### config.mk
export PLATFORM = sky130hd
export DESIGN_NAME = pattern_sequencer_flat
export DESIGN_NICKNAME = d
export VERILOG_FILES = /design/src/rtl/pattern_sequencer_pkg.sv /design/src/rtl/pattern_sequencer_if.sv /design/src/rtl/pattern_sequencer_frame_timer.sv /design/src/rtl/pattern_sequencer.sv /design/src/flat_wrapper.sv
export SDC_FILE = /design/constraint.sdc
export NUM_CORES = 1
export LEC_CHECK = 0
export CORE_ASPECT_RATIO = 1.5
export CORE_MARGIN = 2
export CORE_UTILIZATION = 50
export CTS_BUF_LIST = sky130_fd_sc_hd__clkbuf_8 sky130_fd_sc_hd__clkbuf_16
export CTS_CLUSTER_DIAMETER = 60
export DETAILED_ROUTE_END_ITERATION = 6
export DONT_BUFFER_PORTS = 1
export SLEW_MARGIN = 20
export SYNTH_ARGS = -nofsm -noshare
export SYNTH_HDL_FRONTEND = slang
export SYNTH_SLANG_ARGS = --single-unit
### constraint.sdc
create_clock -name clk -period 2.45 [get_ports clk]
set_input_delay 0.3675 -clock clk [delete_from_list [all_inputs] [get_ports clk]]
set_output_delay 0.3675 -clock clk [all_outputs]
set_load 0.05 [all_outputs]
### src/rtl/pattern_sequencer_pkg.sv
// Shared types and helpers for the pattern sequencer and the RGB mux that consumes pattern_sel.
// Latency: none (package only).
// Backpressure: none (package only).
package pattern_pkg;

    localparam int STEP_W = 3;

    typedef enum logic {
        SHOW  = 1'b0,
        BLANK = 1'b1
    } seq_state_t;

    // Width of a pattern index; never below one bit so a single-pattern bank still has a select.
    function automatic int pat_idx_w(input int num_patterns);
        return (num_patterns > 1) ? $clog2(num_patterns) : 1;
    endfunction

    function automatic int max3(input int a, input int b, input int c);
        int m;
        m = (a > b) ? a : b;
        return (m > c) ? m : c;
    endfunction

endpackage

### src/rtl/pattern_sequencer_if.sv
// Bundle between frame timing / button logic, the sequencer and the generator bank.
// Latency: none (wires only).
// Backpressure: none; all signals are frame-rate pulses or levels.
// Ports: next_frame/advance/hold into the sequencer; pattern_enable, pattern_sel,
//        step_size and blank out of it. master = sequencer side, slave = environment side.
interface pattern_sequencer_if #(
    parameter int NUM_PATTERNS = 4
);
    import pattern_pkg::*;

    localparam int SEL_W = pat_idx_w(NUM_PATTERNS);

    logic                    next_frame;
    logic                    advance;
    logic                    hold;
    logic [NUM_PATTERNS-1:0] pattern_enable;
    logic [SEL_W-1:0]        pattern_sel;
    logic [STEP_W-1:0]       step_size;
    logic                    blank;

    modport master (
        input  next_frame, advance, hold,
        output pattern_enable, pattern_sel, step_size, blank
    );

    modport slave (
        output next_frame, advance, hold,
        input  pattern_enable, pattern_sel, step_size, blank
    );

endinterface

### src/rtl/pattern_sequencer_frame_timer.sv
// Frame counter: advances on next_frame when enabled, sync clear wins, flags terminal count.
// Latency: count updates one cycle after the qualifying next_frame; at_term is combinational on count.
// Backpressure: none; en simply freezes the count.
// Ports: clk, rst (async high), next_frame, en, clr, terminal -> count, at_term.
module seq_frame_timer #(
    parameter int CNT_W = 4
) (
    input  logic             clk,
    input  logic             rst,
    input  logic             next_frame,
    input  logic             en,
    input  logic             clr,
    input  logic [CNT_W-1:0] terminal,
    output logic [CNT_W-1:0] count,
    output logic             at_term
);

    always_ff @(posedge clk or posedge rst) begin
        if (rst) begin
            count <= '0;
        end else if (clr) begin
            count <= '0;
        end else if (next_frame && en) begin
            count <= count + 1'b1;
        end
    end

    assign at_term = (count == terminal);

endmodule

### src/rtl/pattern_sequencer.sv
// Frame-synchronous scheduler: shows one generator for DWELL_FRAMES, blanks BLANK_FRAMES, advances with wrap.
// Latency: every output is registered and moves one cycle after the qualifying next_frame.
// Backpressure: none; advance is latched until the next frame boundary, hold freezes SHOW counting.
// Ports: clk, rst (async high), bus (pattern_sequencer_if.master).
// Build option: define PATTERN_SEQ_RAMP_EN to ramp step_size during SHOW; otherwise step_size = DEFAULT_STEP.
module pattern_sequencer
    import pattern_pkg::*;
#(
    parameter int NUM_PATTERNS = 4,
    parameter int DWELL_FRAMES = 600,
    parameter int BLANK_FRAMES = 2,
    parameter int RAMP_FRAMES  = 60,
    parameter int MAX_STEP     = 7,
    parameter int DEFAULT_STEP = 2
) (
    input  logic                clk,
    input  logic                rst,
    pattern_sequencer_if.master bus
);

    localparam int SEL_W = pat_idx_w(NUM_PATTERNS);
    localparam int CNT_W = $clog2(max3(DWELL_FRAMES, BLANK_FRAMES, RAMP_FRAMES) + 1);

    localparam logic [CNT_W-1:0] DWELL_LAST = CNT_W'(DWELL_FRAMES - 1);
    localparam logic [CNT_W-1:0] BLANK_LAST = CNT_W'(BLANK_FRAMES - 1);
    localparam logic [SEL_W-1:0] SEL_LAST   = SEL_W'(NUM_PATTERNS - 1);

    // Out-of-range parameters leave this marker block in the elaborated hierarchy.
    if (NUM_PATTERNS < 2 || NUM_PATTERNS > 8 || DWELL_FRAMES < 1 || BLANK_FRAMES < 1 ||
        RAMP_FRAMES < 1 || MAX_STEP < 1 || MAX_STEP > 7 || DEFAULT_STEP < 0 || DEFAULT_STEP > 7)
    begin : g_illegal_parameters
    end

    seq_state_t              state_q, state_d;
    logic [SEL_W-1:0]        sel_q, sel_d;
    logic                    pend_q, pend_d;
    logic [NUM_PATTERNS-1:0] enable_q;
    logic                    blank_q;

    logic                    cnt_en, cnt_clr, cnt_tc;
    logic [CNT_W-1:0]        cnt_terminal;
    logic [CNT_W-1:0]        cnt_value;

    // One counter serves both phases: dwell in SHOW, gap length in BLANK.
    assign cnt_terminal = (state_q == SHOW) ? DWELL_LAST : BLANK_LAST;

    seq_frame_timer #(
        .CNT_W (CNT_W)
    ) u_phase_timer (
        .clk        (clk),
        .rst        (rst),
        .next_frame (bus.next_frame),
        .en         (cnt_en),
        .clr        (cnt_clr),
        .terminal   (cnt_terminal),
        .count      (cnt_value),
        .at_term    (cnt_tc)
    );

    always_comb begin
        state_d = state_q;
        sel_d   = sel_q;
        pend_d  = pend_q;
        cnt_en  = 1'b0;
        cnt_clr = 1'b0;
        case (state_q)
            SHOW: begin
                cnt_en = !bus.hold;
                // A held dwell counter is frozen, so its terminal value must not expire the pattern;
                // advance (pending or arriving with this frame pulse) still does.
                if (bus.next_frame && (pend_q || bus.advance || (cnt_tc && !bus.hold))) begin
                    state_d = BLANK;
                    cnt_clr = 1'b1;
                    pend_d  = 1'b0;
                end else if (bus.advance) begin
                    pend_d = 1'b1;
                end
            end
            BLANK: begin
                cnt_en = 1'b1;
                if (bus.next_frame && cnt_tc) begin
                    state_d = SHOW;
                    cnt_clr = 1'b1;
                    sel_d   = (sel_q == SEL_LAST) ? '0 : sel_q + 1'b1;
                end
            end
            default: begin
                state_d = SHOW;
            end
        endcase
    end

    always_ff @(posedge clk or posedge rst) begin
        if (rst) begin
            state_q  <= SHOW;
            sel_q    <= '0;
            pend_q   <= 1'b0;
            enable_q <= NUM_PATTERNS'(1);
            blank_q  <= 1'b0;
        end else begin
            state_q  <= state_d;
            sel_q    <= sel_d;
            pend_q   <= pend_d;
            // Decode from next-state so enable, select and blank all move on the same cycle.
            enable_q <= (state_d == SHOW) ? (NUM_PATTERNS'(1) << sel_d) : '0;
            blank_q  <= (state_d == BLANK);
        end
    end

    assign bus.pattern_enable = enable_q;
    assign bus.pattern_sel    = sel_q;
    assign bus.blank          = blank_q;

`ifdef PATTERN_SEQ_RAMP_EN
    localparam logic [CNT_W-1:0]  RAMP_LAST = CNT_W'(RAMP_FRAMES - 1);
    localparam logic [STEP_W-1:0] STEP_MAX  = STEP_W'(MAX_STEP);

    logic              enter_show;
    logic              ramp_en, ramp_tc, ramp_tick;
    logic [CNT_W-1:0]  ramp_count;
    logic [STEP_W-1:0] step_q;

    assign enter_show = (state_q == BLANK) && (state_d == SHOW);
    assign ramp_en    = (state_q == SHOW) && !bus.hold;
    // No tick on the frame that leaves SHOW: step_size must stay put through BLANK.
    assign ramp_tick  = bus.next_frame && ramp_en && ramp_tc && (state_d == SHOW);

    seq_frame_timer #(
        .CNT_W (CNT_W)
    ) u_ramp_timer (
        .clk        (clk),
        .rst        (rst),
        .next_frame (bus.next_frame),
        .en         (ramp_en),
        .clr        (enter_show || ramp_tick),
        .terminal   (RAMP_LAST),
        .count      (ramp_count),
        .at_term    (ramp_tc)
    );

    always_ff @(posedge clk or posedge rst) begin
        if (rst) begin
            step_q <= STEP_W'(1);
        end else if (enter_show) begin
            step_q <= STEP_W'(1);
        end else if (ramp_tick && (step_q < STEP_MAX)) begin
            step_q <= step_q + 1'b1;
        end
    end

    assign bus.step_size = step_q;
`else
    assign bus.step_size = STEP_W'(DEFAULT_STEP);
`endif

endmodule

### src/flat_wrapper.sv
// flat-port wrapper written by rule: the top's interface ports become plain ports
module pattern_sequencer_flat import pattern_pkg::*;
#(
    parameter int NUM_PATTERNS = 4,
    parameter int DWELL_FRAMES = 600,
    parameter int BLANK_FRAMES = 2,
    parameter int RAMP_FRAMES  = 60,
    parameter int MAX_STEP     = 7,
    parameter int DEFAULT_STEP = 2
)
  (clk, rst, bus_next_frame, bus_advance, bus_hold, bus_pattern_enable, bus_pattern_sel, bus_step_size, bus_blank);
  pattern_sequencer_if #(.NUM_PATTERNS(NUM_PATTERNS)) bus_i ();
  input  logic clk;
  input  logic rst;
  input wire logic [$bits(bus_i.next_frame)-1:0] bus_next_frame;
  input wire logic [$bits(bus_i.advance)-1:0] bus_advance;
  input wire logic [$bits(bus_i.hold)-1:0] bus_hold;
  output wire logic [$bits(bus_i.pattern_enable)-1:0] bus_pattern_enable;
  output wire logic [$bits(bus_i.pattern_sel)-1:0] bus_pattern_sel;
  output wire logic [$bits(bus_i.step_size)-1:0] bus_step_size;
  output wire logic [$bits(bus_i.blank)-1:0] bus_blank;
  assign bus_i.next_frame = bus_next_frame;
  assign bus_i.advance = bus_advance;
  assign bus_i.hold = bus_hold;
  assign bus_pattern_enable = bus_i.pattern_enable;
  assign bus_pattern_sel = bus_i.pattern_sel;
  assign bus_step_size = bus_i.step_size;
  assign bus_blank = bus_i.blank;
  pattern_sequencer #(.NUM_PATTERNS(NUM_PATTERNS), .DWELL_FRAMES(DWELL_FRAMES), .BLANK_FRAMES(BLANK_FRAMES), .RAMP_FRAMES(RAMP_FRAMES), .MAX_STEP(MAX_STEP), .DEFAULT_STEP(DEFAULT_STEP)) u_core (.clk(clk), .rst(rst), .bus(bus_i));
endmodule
Yosys cells after proc, flatten, opt, wreduce, memory -nomap -nowiden. Index checks and enable logic that the tools add are counted.

$add $sub $neg: 2. Reduce and logical (&&, ||, !) cells: 10. Muxes and demuxes: 15. Bitwise gates (word level): 1. Shift-type cells: 1. Eq/ne operators: 2.

Operator list (number): 10-bit 2-to-1 mux (3); 10-bit by 1-bit adder with 10-bit output, second input constant (1); 10-bit equality test (1); 2-bit 2-to-1 mux (3); 1-bit case mux with 2 select lines (3); 1-bit 2-to-1 mux (5); 1-bit logical AND (4); 4-bit 2-to-1 mux (1); 2-bit nonzero test (2); 1-bit by 2-bit << shifter with 4-bit output, first input constant (1); 2-bit by 1-bit adder with 2-bit output, second input constant (1); 2-bit equality test, second input constant (1); 1-bit logical OR (2); 2-bit AND reduction (1); 1-bit zero test (1); 1-bit inverter (1).

Logic and storage cells: 36. Output and inout bits: 10. Flip-flop bits (word level): 18. Bits of input ports: 5.

Depth between registers and ports, before layout. Gate-level depths: netlist (run 1).

Word-level depth: 8. Mapped depth: 5. Gate-level depth less buffers: 5.

Cells and area by module. From an unflattened synthesis (run 1), not the netlist that was laid out.

Cell total of the unflattened synthesis: 109. Area, all modules: 1056.0 sq um.

By module, submodules not included: seq_frame_timer (cells each 66, area each 609.3 sq um, instances 1); pattern_sequencer (cells each 43, area each 446.7 sq um, instances 1).

Worst setup path after synthesis (run 1). OpenSTA, ideal clock, no wires.

Kind: flip-flop to flip-flop. From: register u_core.u_phase_timer.count[2]. To: register u_core.enable_q[0] (netlist: u_core.bus.pattern_enable[0]). Data arrival time: 2.064 ns. Stages on the path, launching flop included: 6. Path slack: 0.297 ns. Library setup time: 0.089 ns. Required time: 2.361 ns. Clock period less this slack: 2.153 ns. Cell sequence: dfrtp_1 -> or4_4 -> or3_1 -> clkbuf_2 -> or4_1 -> a211oi_1.

Word-level cells in the longest chain between the ends: 7. Elaborated cells between the ends (all ways): 12. Those cells by class: eq/ne: 1; shift: 1; mux: 6; reduce/logical: 4.

RTL lines: start, declared (RTL line pattern_sequencer_frame_timer.sv:14) `output logic [CNT_W-1:0] count,`; start signal, assigned (RTL line pattern_sequencer_frame_timer.sv:24) `count <= count + 1'b1;`; 10-bit equality test * (RTL line pattern_sequencer_frame_timer.sv:28) `assign at_term = (count == terminal);`; 1-bit logical AND (RTL line pattern_sequencer.sv:71) `if (bus.next_frame && (pend_q || bus.advance || (cnt_tc && !bus.hold))) begin`; 1-bit logical OR (RTL line pattern_sequencer.sv:71); 1-bit logical AND (RTL line pattern_sequencer.sv:71); 1-bit 2-to-1 mux (RTL line pattern_sequencer.sv:71); 1-bit case mux with 2 select lines (RTL line pattern_sequencer.sv:66) `case (state_q)`; 4-bit 2-to-1 mux * (RTL line pattern_sequencer.sv:105) `enable_q <= (state_d == SHOW) ? (NUM_PATTERNS'(1) << sel_d) : '0;`; end signal, assigned (RTL line pattern_sequencer.sv:105); end, declared (RTL line pattern_sequencer.sv:37) `logic [NUM_PATTERNS-1:0] enable_q;`.

Mark *: on every way between the ends. The rest lies on a longest branch, timed or not. A chain may end at the register's enable or synchronous reset.

Final worst setup path (run 1).
From: register u_core.u_phase_timer.count[2]. To: register u_core.enable_q[1] (netlist: u_core.bus.pattern_enable[1]).

Same word-level chain as after synthesis.

==> run summary, run 1 <==
Run status
* **status** complete, no violations

Clocking
* **Gates resized, CTS repair** 0
* **buffers inserted during post-CTS setup optimization** 0
* **worst skew pair latency** 250 ps
* **Num Clock Sinks** 18
* **Hold Buf Count CTS** 0
* **clock root buffer** sky130_fd_sc_hd__clkbuf_8
* **maximum buffer depth of the clock tree** 2
* **CTS Buf Count** 3
* **clock input transition at the sequential cells of the worst setup and hold paths** 70 ps
* **TritonCTS clock tree** done
* **number of H-tree branching levels** 1

Pwr
* **switching portion of total power** 46.1%
* **leakage** 0.000469 uW
* **relative contribution of combinational cells to total power** 39.5%
* **Seq pwr share** 42.5%
* **cell internal power dissipation** 716 uW
* **Worst VDD drop** 535 uV
* **Clk pwr share** 18.0%
* **Net Sw Power** 611 uW
* **power density over the cells** 1220 mW/mm^2
* **Final Total Pwr** 1330 uW

Timing
* **part of the cycle the worst path needs** 91.0%
* **worst slew pin tran** 669 ps
* **worst hold slack across all endpoints** 97.9 ps
* **setup clock skew after layout** 1.34 ps
* **Setup violations, final** 0
* **Fmax achieved** 448 MHz
* **summed negative setup slack over all endpoints** 0 ps
* **total count of max-transition violations in the final report** 0
* **number of endpoints with negative hold slack in the final report** 0
* **time the final worst path needs with I/O delays and setup** 2230 ps
* **unrepaired setup endpoints after global routing** no
* **worst relative slew slack** 55.3%

Routing
* **routed metal-1 wire length** 846 um
* **Antenna Violating Nets Remaining** 0
* **DRC** 0
* **routed wl met3** 76 um
* **DR vias/cell** 5.95
* **top sig layer** met4
* **DR WL/cell** 15.6 um
* **total length of routed wires** 2050 um
* **Iteration-0 DRC Markers** 41
* **total iterations of the first detailed-routing run** 4
* **total number of vias** 779
* **metal2 WL** 1090 um

Synth
* **YS warnings** 0
* **number of standard cells after synthesis** 105
* **sequential fraction of the synthesis area** 45.2%
* **Post-Syn Area per Cell** 9.51 um^2
* **number of different library cells in the post-synthesis netlist** 33
* **number of flip-flops and latches in the synthesized netlist** 18
* **netlist area before placement** 998 um^2

Critical path
* **critical path endpoint category** flop
* **launch point of the worst reg-to-reg path** u_core.u_phase_timer.count[2]
* **CP Launch Type** flop
* **cell breakdown of the critical path** or4_4, or3_1, or4_1, a211oi_1
* **count of buffering cells on the critical path with inverters included** 0
* **top fanout value on the critical path** 8
* **critical setup path kind** flop to flop
* **startpoint of the worst setup timing path** u_core.u_phase_timer.count[2]
* **Worst Path Required** 2610 ps
* **Max stage delay on crit path** 560 ps
* **master of the slowest instance on the critical path** sky130_fd_sc_hd__or4_4
* **Worst Path Arrival** 2390 ps
* **cell type group with the largest total delay on the critical path** simple AND/OR/NAND/NOR gates

Layout
* **share of layout cells above drive strength 1** 13.6%
* **Post-layout nets** 118
* **post-layout utilization of the core** 58.8%
* **combined area of the multi-input logic cells** 508 um^2
* **final non-filler cell area** 0.00109 mm^2
* **filler instances** 163
* **sequential cell area in the final layout** 452 um^2
* **area growth from synthesis to layout** 9.15%
* **n_diodes** 0

Global route
* **global-route wire length before repair** 3670 um
* **number of antenna violations at the first check in global routing** 0
* **total congestion overflow after global routing** 0
* **largest net degree at the start of global routing** 19
* **number of global-route vias before repair** 842
* **overall routing resource usage** 22.3%

Placement
* **DP Area** 0.00103 mm^2
* **routability congestion estimate from global placement** 0.862
* **number of input and output port buffers inserted** 0
* **sum of net half-perimeters after detailed placement** 1550 um

Floorplan
* **Die Outline Area** 0.00238 mm^2
* **initial core utilization** 53.8%
* **floorplan die width** 40.5 um
* **number of placement rows** 19
* **IO Count** 15
* **placeable core region** 0.00185 mm^2
* **Die Y-Extent** 58.7 um

Worst hold path
* **worst min path class** input port to asynchronous set/reset pin

Job
* **MaxCap Viol Count** 0

## power by group through the flow
stage | clock (uW) | combinational (uW) | sequential (uW)
after CTS | 247 | 526 | 566
after floorplan | 0 | 316 | 644
after detailed placement | 0 | 526 | 570
after global placement | 0 | 519 | 567
after global routing | 258 | 581 | 584
final | 238 | 525 | 564
## layout make-up
class                           instances  share of cell area (%)
Clock buffer                            4                    5.05
Multi-Input combinational cell         80                    46.6
Sequential cell                        18                    41.4
Inverter                                3                    1.03
Tap cell                               21                    2.41
Timing Repair Buffer                    5                    3.44
## worst register-to-register path: stages, from the launching register on
cell                       delay, ps
sky130_fd_sc_hd__dfrtp_1         420
sky130_fd_sc_hd__or4_4           560
sky130_fd_sc_hd__or3_1           420
sky130_fd_sc_hd__or4_1           500
sky130_fd_sc_hd__a211oi_1        240
## layer usage
| metal | global-route usage [%] | vias to the layer above |
|---|---|---|
| met1 | 24.4 | 371 |
| met4 | 10.0 | 0 |
| met5 | 0 | - |
| met3 | 3.40 | 4 |
| met2 | 39.5 | 14 |
| li1 | - | 390 |
## through the flow
step,std cells,setup WS (ps)
3_3_place_gp,127,273
5_1_grt,131,83.8
3_5_place_dp,127,237
2_1_floorplan,106,297
4_1_cts,131,222
6_report,131,220
## cells in the mapped netlist
cell type / count / area, um^2
sky130_fd_sc_hd__a211oi_1: 6 / 45.0
sky130_fd_sc_hd__a21oi_1: 3 / 15.0
sky130_fd_sc_hd__and3_1: 2 / 12.5
sky130_fd_sc_hd__and4_1: 1 / 8.76
sky130_fd_sc_hd__buf_4: 3 / 22.5
sky130_fd_sc_hd__clkbuf_1: 1 / 3.75
sky130_fd_sc_hd__clkbuf_2: 1 / 5.00
sky130_fd_sc_hd__conb_1: 2 / 7.51
sky130_fd_sc_hd__dfrtp_1: 17 / 425
sky130_fd_sc_hd__dfstp_2: 1 / 26.3
sky130_fd_sc_hd__ha_1: 2 / 25.0
sky130_fd_sc_hd__inv_1: 3 / 11.3
sky130_fd_sc_hd__mux2_2: 2 / 22.5
sky130_fd_sc_hd__mux2i_1: 1 / 10.0
sky130_fd_sc_hd__nand2_1: 7 / 26.3
sky130_fd_sc_hd__nand2b_1: 1 / 6.26
sky130_fd_sc_hd__nand3_1: 3 / 15.0
sky130_fd_sc_hd__nand4_1: 4 / 25.0
sky130_fd_sc_hd__nor2_1: 6 / 22.5
sky130_fd_sc_hd__nor2b_1: 3 / 18.8
sky130_fd_sc_hd__nor3_1: 9 / 45.0
sky130_fd_sc_hd__nor4_1: 2 / 12.5
sky130_fd_sc_hd__o211a_1: 1 / 10.0
sky130_fd_sc_hd__o211ai_1: 1 / 7.51
sky130_fd_sc_hd__o21ai_0: 4 / 20.0
sky130_fd_sc_hd__o21bai_1: 1 / 7.51
sky130_fd_sc_hd__o31ai_1: 1 / 7.51
sky130_fd_sc_hd__or2_2: 2 / 12.5
sky130_fd_sc_hd__or3_1: 3 / 18.8
sky130_fd_sc_hd__or4_1: 4 / 30.0
sky130_fd_sc_hd__or4_4: 1 / 11.3
sky130_fd_sc_hd__xnor2_1: 2 / 17.5
sky130_fd_sc_hd__xor2_1: 5 / 43.8
## state kept, by name (all words and copies together), names as in the netlist
| signal | cells |
|---|---|
| u_core.state_q | 1 |
| u_core.bus.pattern_sel | 2 |
| u_core.u_phase_timer.count | 10 |
| u_core.bus.pattern_enable | 4 |
| u_core.pend_q | 1 |
## final timing paths
check,end,slack [ps],cells past startpoint
worst min-delay path,u_core.bus.pattern_sel[0],100,1
min in group clk,u_core.pend_q,270,2
worst max-delay path,u_core.bus.pattern_enable[1],220,4
max in group asynchronous,u_core.pend_q,1930,1
worst min register to register,u_core.pend_q,510,2
worst max register to register,u_core.bus.pattern_enable[1],220,4
## cell usage in the layout (no fill, tap or decap), drive strengths merged
| master | instances |
|---|---|
| dfstp | 1 |
| xor2 | 5 |
| a21oi | 3 |
| nand4 | 4 |
| mux2i | 1 |
| xnor2 | 2 |
| conb | 3 |
| nor2 | 6 |
| o31ai | 1 |
| nand2 | 7 |
| nor3 | 9 |
| mux2 | 2 |
| and3 | 2 |
| dfrtp | 17 |
| o211a | 1 |
| o21bai | 1 |
| o211ai | 1 |
| nor4 | 2 |
| nand3 | 3 |
| a211oi | 6 |
| o21ai | 4 |
| or3 | 3 |
| ha | 2 |
| nand2b | 1 |
| buf | 5 |
| clkbuf | 4 |
| or2 | 2 |
| and4 | 1 |
| or4 | 5 |
| nor2b | 3 |
| inv | 3 |
## logic make-up (layout without fill, tap and decap cells)
| family | count (synthesis) | in the layout | share of synthesized area [%] |
|---|---|---|---|
| and+or+nand+nor | 48 | 48 | 26.6 |
| AOI/OAI and AO/OA | 17 | 17 | 11.3 |
| muxes | 3 | 3 | 3.26 |
| adders and majority gates | 2 | 2 | 2.51 |
| DFF | 18 | 18 | 45.2 |
| xor gates and xnor gates | 7 | 7 | 6.14 |
| other | 2 | 3 | 0.752 |
| buffers and inverters | 8 | 12 | 4.26 |
Power figures use the tool's default switching activity.
==> run 2: changes to the inputs <==
--- a/config.mk
+++ b/config.mk
@@ -6,7 +6,7 @@
 export NUM_CORES = 1
 export LEC_CHECK = 0
 export CORE_ASPECT_RATIO = 1.5
-export CORE_MARGIN = 2
+export CORE_MARGIN = 5
 export CORE_UTILIZATION = 50
 export CTS_BUF_LIST = sky130_fd_sc_hd__clkbuf_8 sky130_fd_sc_hd__clkbuf_16
 export CTS_CLUSTER_DIAMETER = 60
==> run 2 against run 1 <==
  * Core utilization down 1.1 points
  * Highest routed layer unchanged
  * Register-to-register slack worse by 50 ps
  * Worst hold slack worse by 2.4 ps
  * Largest power group unchanged
==> run summary, run 2 (synthesis results as in run 1) <==
Layout
* **Biggest register** u_core.u_phase_timer.count
* **sequential cell area in the final layout** 452 um^2
* **Largest register FFs** 10
* **area growth from synthesis to layout** 8.40%
* **number of non-filler instances in the completed layout** 130
* **Post-layout nets** 117
* **combined area of the multi-input logic cells** 508 um^2
* **n_diodes** 0
* **final non-filler cell area** 0.00108 mm^2
* **most common cell after layout, fill and taps aside** sky130_fd_sc_hd__dfrtp_1
* **leading cell types in the layout, fill and taps excluded** sky130_fd_sc_hd__dfrtp_1, sky130_fd_sc_hd__nor3_1, sky130_fd_sc_hd__nand2_1, sky130_fd_sc_hd__a211oi_1, sky130_fd_sc_hd__nor2_1
* **share of layout cells above drive strength 1** 12.8%
* **filler instances** 166

Routing
* **total number of vias** 791
* **DRC** 0
* **total iterations of the first detailed-routing run** 4
* **Antenna Violating Nets Remaining** 0
* **DR vias/cell** 6.08
* **DR WL/cell** 17.0 um
* **total length of routed wires** 2210 um
* **Iteration-0 DRC Markers** 29

Clocking
* **number of H-tree branching levels** 1
* **worst skew pair latency** 250 ps
* **clock root buffer** sky130_fd_sc_hd__clkbuf_8
* **clock input transition at the sequential cells of the worst setup and hold paths** 70 ps
* **CTS Buf Count** 3
* **maximum buffer depth of the clock tree** 2
* **TritonCTS clock tree** done
* **Num Clock Sinks** 18
* **buffers inserted during post-CTS setup optimization** 0
* **Gates resized, CTS repair** 0
* **Hold Buf Count CTS** 0

Critical path
* **cell type group with the largest total delay on the critical path** simple AND/OR/NAND/NOR gates
* **Worst Path Required** 2610 ps
* **count of buffering cells on the critical path with inverters included** 0
* **register-to-register setup slack** 170 ps
* **top fanout value on the critical path** 8
* **launch point of the worst reg-to-reg path** u_core.u_phase_timer.count[2]
* **critical setup path kind** flop to flop
* **startpoint of the worst setup timing path** u_core.u_phase_timer.count[2]
* **critical path endpoint category** flop
* **cell breakdown of the critical path** or4_4, or3_1, or4_1, a211oi_1
* **CP Launch Type** flop
* **master of the slowest instance on the critical path** sky130_fd_sc_hd__or4_4
* **Max stage delay on crit path** 560 ps
* **Worst Path Arrival** 2440 ps

Floorplan
* **Die Outline Area** 0.00301 mm^2
* **floorplan die width** 46.5 um
* **number of placement rows** 19
* **initial core utilization** 53.2%
* **IO Count** 15
* **Die Y-Extent** 64.7 um
* **placeable core region** 0.00188 mm^2

Timing
* **setup clock skew after layout** 3.97 ps
* **worst slew pin tran** 669 ps
* **Fmax achieved** 438 MHz
* **part of the cycle the worst path needs** 93.2%
* **time the final worst path needs with I/O delays and setup** 2280 ps
* **summed negative setup slack over all endpoints** 0 ps
* **Setup violations, final** 0
* **number of endpoints with negative hold slack in the final report** 0
* **unrepaired setup endpoints after global routing** no
* **total count of max-transition violations in the final report** 0
* **worst relative slew slack** 55.3%

Pwr
* **power density over the cells** 1240 mW/mm^2
* **leakage** 0.000464 uW
* **Final Total Pwr** 1340 uW
* **Worst VDD drop** 543 uV

Global route
* **total congestion overflow after global routing** 0
* **met1 track utilization from global routing** 19.0%
* **largest net degree at the start of global routing** 19
* **met3 Track Usage GR** 3.88%
* **met2 Track Usage GR** 30.2%
* **number of antenna violations at the first check in global routing** 0
* **overall routing resource usage** 17.3%
* **most used routing layer** met2
* **number of global-route vias before repair** 829
* **global-route wire length before repair** 3820 um

Placement
* **cell count after placement** 126
* **sum of net half-perimeters after detailed placement** 1660 um
* **DP Area** 0.00103 mm^2
* **routability congestion estimate from global placement** 0.893
* **number of input and output port buffers inserted** 0

Worst hold path
* **worst min path class** input port to asynchronous set/reset pin

Run status
* **status** complete, no violations

Job
* **MaxCap Viol Count** 0

run 2: cell types whose count changed in the layout (fill, tap and decap cells not counted), sizes merged:
cell / before / now
buf: 5 / 4
run 2: per-stage QoR:
| stage | hold slack (ps) | setup WS (ps) | util [%] |
|---|---|---|---|
| 6_report | 95.5 | 167 | 57.6 |
| 5_1_grt | 169 | 70.0 | 57.6 |
| 4_1_cts | 126 | 208 | 57.6 |
| 3_5_place_dp | 397 | 218 | 54.7 |
| 3_3_place_gp | 391 | 277 | 54.7 |
| 2_1_floorplan | 305 | 297 | - |
run 2: per-layer routing:
| layer | part of all wire (%) | up-vias |
|---|---|---|
| met5 | 0 | - |
| met4 | 1.4 | 0 |
| met3 | 5.2 | 4 |
| li1 | - | 384 |
| met1 | 39 | 382 |
| met2 | 54 | 21 |
run 2: worst paths after layout:
check / to / depth (start not counted)
hold / removal: u_core.bus.pattern_sel[0] / 1
hold reg to reg: u_core.pend_q / 2
setup / recovery: u_core.bus.pattern_enable[1] / 4
setup reg to reg: u_core.bus.pattern_enable[1] / 4
min in group clk: u_core.pend_q / 2
max in group asynchronous: u_core.u_phase_timer.count[9] / 1
run 2: power breakdown:
group	internal [uW]	leakage, uW	switching [uW]
clock	143	0.0000288	98.9
combinational	185	0.000201	346
sequential	386	0.000234	185
total	714	0.000464	630
run 2: layout make-up:
| type | count | share of cell area [%] |
|---|---|---|
| tap | 21 | 2.43 |
| multi-input combinational | 80 | 46.9 |
| timing repair buffer | 4 | 2.77 |
| clock buffer | 4 | 5.09 |
| inverter | 3 | 1.04 |
| sequential | 18 | 41.7 |
